File: config.mk
export PLATFORM = sky130hd
export DESIGN_NAME = sipo_deserializer
export DESIGN_NICKNAME = d
export VERILOG_FILES = /design/src/rtl/sipo_deserializer.sv
export SDC_FILE = /design/constraint.sdc
export NUM_CORES = 1
export LEC_CHECK = 0
export BUFFER_PORTS_ARGS = -buffer_cell sky130_fd_sc_hd__buf_4
export CELL_PAD_IN_SITES_DETAIL_PLACEMENT = 1
export CELL_PAD_IN_SITES_GLOBAL_PLACEMENT = 2
export CORE_ASPECT_RATIO = 0.75
export CORE_MARGIN = 2
export CORE_UTILIZATION = 29
export CTS_BUF_LIST = sky130_fd_sc_hd__clkbuf_2 sky130_fd_sc_hd__clkbuf_4 sky130_fd_sc_hd__clkbuf_8
export CTS_CLUSTER_SIZE = 25
export DETAILED_ROUTE_END_ITERATION = 12
export HOLD_SLACK_MARGIN = 0.12
export PLACE_DENSITY_LB_ADDON = 0.08
export SLEW_MARGIN = 20
export SYNTH_ARGS = -nofsm -noshare
export SYNTH_HDL_FRONTEND = slang
export SYNTH_SLANG_ARGS = --single-unit
File: constraint.sdc
create_clock -name clock -period 1.45 [get_ports clock]
set_clock_uncertainty 0.1 [all_clocks]
set_input_delay 0.29 -clock clock [delete_from_list [all_inputs] [get_ports clock]]
set_output_delay 0.29 -clock clock [all_outputs]
set_load 0.03 [all_outputs]
File: src/rtl/sipo_deserializer.sv
// Serial-in, parallel-out deserializer with a held output word and a valid/ready handshake.
// Optional trailing even-parity bit per word when PARITY_CHECK_EN is defined.
module sipo_deserializer #(
    parameter int WIDTH     = 4,
    parameter bit MSB_FIRST = 1'b1
) (
    input  logic                       clock,
    input  logic                       reset_n,
    input  logic                       serial_in,
    input  logic                       shift,
    input  logic                       clear,
    output logic [WIDTH-1:0]           parallel_out,
    output logic                       out_valid,
    input  logic                       out_ready,
    output logic [$clog2(WIDTH+1)-1:0] bit_count,
    output logic                       overrun,
    output logic                       parity_err
);

    localparam int CW = $clog2(WIDTH + 1);
    localparam logic [CW-1:0] CNT_LAST = CW'(WIDTH - 1);

`ifdef PARITY_CHECK_EN
    localparam logic [CW-1:0] CNT_FULL = CW'(WIDTH);

    typedef enum logic [1:0] {
        ST_IDLE    = 2'd0,
        ST_COLLECT = 2'd1,
        ST_PARITY  = 2'd2
    } state_t;

    // Odd total ones across data plus the even-parity bit means a corrupted word.
    function automatic logic parity_mismatch(input logic [WIDTH-1:0] data, input logic pbit);
        return ^{data, pbit};
    endfunction
`else
    typedef enum logic [0:0] {
        ST_IDLE    = 1'b0,
        ST_COLLECT = 1'b1
    } state_t;
`endif

    state_t            state_q, state_d;
    logic [WIDTH-1:0]  shreg_q, shreg_d;
    logic [CW-1:0]     cnt_q, cnt_d;
    logic [WIDTH-1:0]  pout_q, pout_d;
    logic              valid_q, valid_d;
    logic              overrun_q, overrun_d;
    logic              perr_q, perr_d;

    logic [WIDTH-1:0]  shifted_s;
    logic              complete_s;
    logic [WIDTH-1:0]  word_s;
    logic              word_perr_s;

    // Shift-register input path: direction chosen by bit order.
    always_comb begin
        if (MSB_FIRST) begin
            shifted_s = {shreg_q[WIDTH-2:0], serial_in};
        end else begin
            shifted_s = {serial_in, shreg_q[WIDTH-1:1]};
        end
    end

    // Next-state logic: bit collection FSM, completion, handshake and overrun tracking.
    always_comb begin
        state_d     = state_q;
        shreg_d     = shreg_q;
        cnt_d       = cnt_q;
        pout_d      = pout_q;
        valid_d     = valid_q;
        overrun_d   = overrun_q;
        perr_d      = perr_q;
        complete_s  = 1'b0;
        word_s      = shifted_s;
        word_perr_s = 1'b0;

        if (clear) begin
            state_d   = ST_IDLE;
            shreg_d   = '0;
            cnt_d     = '0;
            overrun_d = 1'b0;
        end else if (shift) begin
            case (state_q)
                ST_IDLE, ST_COLLECT: begin
                    shreg_d = shifted_s;
                    if (cnt_q == CNT_LAST) begin
`ifdef PARITY_CHECK_EN
                        cnt_d   = CNT_FULL;
                        state_d = ST_PARITY;
`else
                        complete_s = 1'b1;
                        word_s     = shifted_s;
                        shreg_d    = '0;
                        cnt_d      = '0;
                        state_d    = ST_IDLE;
`endif
                    end else begin
                        cnt_d   = cnt_q + CW'(1);
                        state_d = ST_COLLECT;
                    end
                end
`ifdef PARITY_CHECK_EN
                ST_PARITY: begin
                    complete_s  = 1'b1;
                    word_s      = shreg_q;
                    word_perr_s = parity_mismatch(shreg_q, serial_in);
                    shreg_d     = '0;
                    cnt_d       = '0;
                    state_d     = ST_IDLE;
                end
`endif
                default: begin
                    state_d = ST_IDLE;
                    shreg_d = '0;
                    cnt_d   = '0;
                end
            endcase
        end else begin
            state_d = state_q;
        end

        if (valid_q && out_ready) begin
            valid_d = 1'b0;
        end else begin
            valid_d = valid_q;
        end

        // A word finishing while the consumer is still holding off is dropped, not queued.
        if (complete_s) begin
            if (!valid_q || out_ready) begin
                pout_d  = word_s;
                perr_d  = word_perr_s;
                valid_d = 1'b1;
            end else begin
                overrun_d = 1'b1;
            end
        end else begin
            pout_d = pout_q;
        end
    end

    // State and output registers.
    always_ff @(posedge clock or negedge reset_n) begin
        if (!reset_n) begin
            state_q   <= ST_IDLE;
            shreg_q   <= '0;
            cnt_q     <= '0;
            pout_q    <= '0;
            valid_q   <= 1'b0;
            overrun_q <= 1'b0;
            perr_q    <= 1'b0;
        end else begin
            state_q   <= state_d;
            shreg_q   <= shreg_d;
            cnt_q     <= cnt_d;
            pout_q    <= pout_d;
            valid_q   <= valid_d;
            overrun_q <= overrun_d;
            perr_q    <= perr_d;
        end
    end

    assign parallel_out = pout_q;
    assign out_valid    = valid_q;
    assign bit_count    = cnt_q;
    assign overrun      = overrun_q;
`ifdef PARITY_CHECK_EN
    assign parity_err   = perr_q;
`else
    assign parity_err   = 1'b0;
`endif

endmodule

; Word-level counts from Yosys, hierarchy flattened
; Index checks and enable logic that the tools add are counted.
[totals]
ff_bits = 12
inputBits = 6
out_inout_bits = 10
elab_cells = 27
[classes]
addsub = 1
n_eq_ne = 1
mux = 15
n_reduce_logical = 5
[ops]
columns = op, count
row1 = 2-to-1 mux 3 bit, 6
row2 = 2-to-1 mux 1 bit, 9
row3 = adder 3 x 1 -> 3 bit (second input constant), 1
row4 = == test 3 x 2 -> 1 bit (second input constant), 1
row5 = AND reduction 2 bit, 1
row6 = nonzero test 2 bit, 1
row7 = logical AND 1 bit, 1
row8 = logical NOT 1 bit, 1
row9 = logical OR 1 bit, 1

; Logic depth before layout (Yosys ltp)
[logic_depth]
depth_word = 5
mapped_depth = 4
ltp_nobuf = 4

; Worst setup path after synthesis
; No wires, ideal clock.
[synth_path]
path_kind = register -> register
from = register cnt_q[0] (netlist: bit_count[0])
to = register pout_q[0] (netlist: parallel_out[0])
t_arrival_ns = 1.338
path_slack_ns = -0.113
path_stages_with_launch = 5
path_buffers = 0
period_less_slack_ns = 1.563
path_cell_list = dfrtp_1 ha_1 nor2b_4 nand4b_4 mux2_2
[synth_via]
elab_chain_cells = 5
[synth_lines]
columns = item, line
row1 = start: declaration, 45  ; logic [CW-1:0] cnt_q, cnt_d;
row2 = start signal: assignment, 156  ; cnt_q <= cnt_d;
row3 = == test 3 x 2 -> 1 bit, 87  ; if (cnt_q == CNT_LAST) begin
row4 = 2-to-1 mux 1 bit, 87
row5 = 2-to-1 mux 1 bit, 83  ; end else if (shift) begin
row6 = 2-to-1 mux 1 bit, 78  ; if (clear) begin
row7 = AND reduction 2 bit (no source line), --
row8 = end signal: assignment, 157  ; pout_q <= pout_d;
row9 = end: declaration, 46  ; logic [WIDTH-1:0] pout_q, pout_d;
; No other way between the ends.
; A chain may end at the register's enable or synchronous reset.

; Worst setup path after layout
[layout_path]
from = register cnt_q[0] (netlist: bit_count[0])
to = register pout_q[2] (netlist: parallel_out[2])
; The elaborated chain is that of the path after synthesis.

==> flow_summary.yaml <==
floorplanning:
  core_area_mm2: 0.00176
  die_area_mm2: 0.00227
  die_h_um: 41.7
  io_pins: 16
  initial_core_util_pct: 31.3
  die_w_um: 54.3
  rows: 13
finish:
  stdcell_count: 85
  diodes: 0
  multi_input_area_um2: 238
  fillers: 204
  area_growth_pct: 30.9
  nets: 71
  regArea_um2: 303
  drive_gt1_share_pct: 42.9
cts:
  htreeDepth: 1
  clk_path_buf_depth: 2
  ctsResizeCount: 0
  tritoncts: "yes"
  clk_latency_ps: 270
  clk_pin_slew_ps: 70
  cts_buffers: 3
  clockRootBuffer: "clkbuf_4"
  cts.sinks: 12
routing:
  drcViolationCount: 0
  vias: 385
  antenna_left: 0
  drt_iter0_markers: 3
  finalWirelength_mm: 1.10
  dr.pass1.iters: 4
  vias_per_cell: 4.53
  post_drt_wl_per_cell_um: 13.0
synthesis:
  synthFlopType: "dfrtp_1"
  synth_edf_count: 0
  yosysMostFrequentCell: "dfrtp_1"
  ys_async_sr_fraction_pct: 100
  syn_inst: 47
  synth.distinct_cells: 20
  postSynthAreaPerCell_um2: 11.7
  synthTopCellsByCount: "dfrtp_1, nand2b_1, a21oi_1"
  synth_seq_cells: 12
  synth_nets: 54
  synth_top_cell_by_area: "dfrtp_1"
  yosysSeqAreaShare_pct: 54.5
  netlist_top_cells_area: "dfrtp_1, mux2_2, nand2b_1"
  netlist_area_um2: 551
  synth_top_area_share_pct: 54.5
  synth_warnings: 0
sta:
  hold_slack_ps: 144
  rsz0062_at_grt: "yes"
  setup_tns_ps: 0
  fin_crit_sh_pct: 96.6
  hold_viol_final: 0
  max_freq_ghz: 0.714
  setup_viol: 0
  slew_viol_final: 0
  worst_slack_ps: 48.6
  fin_crit_ps: 1400
grt:
  antenna_found_initial: 0
  overflow: 0
  grt_pass1_vias: 383
  grt_usage_pct: 11.9
  grt_max_degree: 15
  grt_pass1_wl_mm: 1.81
critical_path:
  r2r-start: "bit_count[0]"
  cp.required_ps: 1510
  slowest_stage: "dfrtp_2"
  slowest_delay_ps: 440
  path_class: "reg -> reg"
  rr_worst_depth: 4
  cp-start-kind: "flop"
  cp-end-kind: "flop"
  crit_fanout: 4
  worstReg2RegEnd: "parallel_out[2]"
  cp_cell_sequence: "ha_4 > nor2b_4 > nand4b_4 > mux2_2"
  reg2reg_setup_slack_ps: 50
  cp.arrival_ps: 1460
power:
  power_density_mw_per_mm2: 956
  leakagePower_uw: 0.000336
  worst_ir_drop_vdd_mv: 0.598
hold_path:
  min_path_type: "in -> reg"
  hp-start: "clear"
  holdPathEnd: "bit_count[1]"
  min_delay_path_depth: 2
status:
  outcome: "finished clean"
job:
  cap_viol_max_count: 0
placement:
  gp_congestion: 0.690
  io_buffers: 14
  dp_cells: 80
  dp_slack_ps: 57.9
-- metal layers --
metal / vias up / routed length (um) / GRT usage [%] / share of wire [%]
met5: - / 0 / 0 / 0
met4: 0 / 8 / 6.00 / 0.72
met3: 2 / 70 / 7.55 / 6.3
met2: 10 / 478 / 14.7 / 43
met1: 183 / 547 / 15.8 / 50
li1: 190 / - / - / -
-- critical path, delay by kind of cell, from the launching register on --
kind	cells	cell delay, ps
adder cells (fa/ha/maj)	1	170
flip-flops	1	440
multiplexers	1	340
AND/OR/NAND/NOR	2	240
-- worst max-delay path by stage --
stage,startpoint,end,slack [ps],cells after the start
floorplan,bit_count[1],parallel_out[0],-1,4
global placement,bit_count[0],parallel_out[0],50,4
detailed placement,bit_count[0],parallel_out[0],60,4
CTS,bit_count[0],parallel_out[2],40,4
global route,bit_count[0],parallel_out[3],-7,4
finish,bit_count[0],parallel_out[2],50,4
-- state kept, by name, summed over array words and instances (netlist names) --
register and count:
parallel_out 4, shreg_q 3, bit_count 3, overrun 1, out_valid 1
-- what timing repair did --
item                                    in CTS  in global routing
endpoints found under the setup margin       0                  2
hold buffers                                 1                  0
hold endpoints to repair                    12                  0
setup buffers                                0                  0
-- kinds of logic (layout without fill, tap and decap cells) --
| family | after synthesis | in the layout | share of synthesized area, % |
|---|---|---|---|
| adders and majority gates | 1 | 1 | 2.27 |
| DFF | 12 | 12 | 54.5 |
| buffers and inverters | 5 | 21 | 4.54 |
| muxes | 4 | 4 | 8.18 |
| other | 1 | 1 | 0.681 |
| and+or+nand+nor | 16 | 16 | 21.4 |
| AOI/OAI and AO/OA | 8 | 8 | 8.41 |
-- area by class of cell --
class	count	area share, %
inverters	2	1.04
clock buffers	4	4.17
repair buffers	15	16.0
flip-flops and latches	12	42.0
multi-input cells	30	33.0
well taps	22	3.82
-- layout by cell type (no fill, tap or decap), drive strengths merged, types with 2 or more instances in the layout --
cell    synthesis  routed
buf             2      14
dfrtp          12      12
nand2b          6       6
a21oi           5       5
mux2            4       4
nand3           4       4
clkbuf          1       4
inv             2       2
-- per-stage QoR --
stage | utilization, % | power [uW] | area [um^2]
floorplan | - | 422 | 566
global placement | 38.7 | 465 | 681
detailed placement | 38.7 | 463 | 681
CTS | 41.0 | 707 | 721
global route | 41.0 | 739 | 721
finish | 41.0 | 689 | 721
-- power by group --
group | total, uW | internal (uW) | leakage, uW | switching [uW]
combinational | 98.2 | 41.8 | 0.000156 | 56.4
clock | 232 | 125 | 0.0000184 | 107
sequential | 359 | 348 | 0.000162 | 10.6
total | 689 | 515 | 0.000336 | 174
No activity file was read; power rests on OpenSTA's default activity.
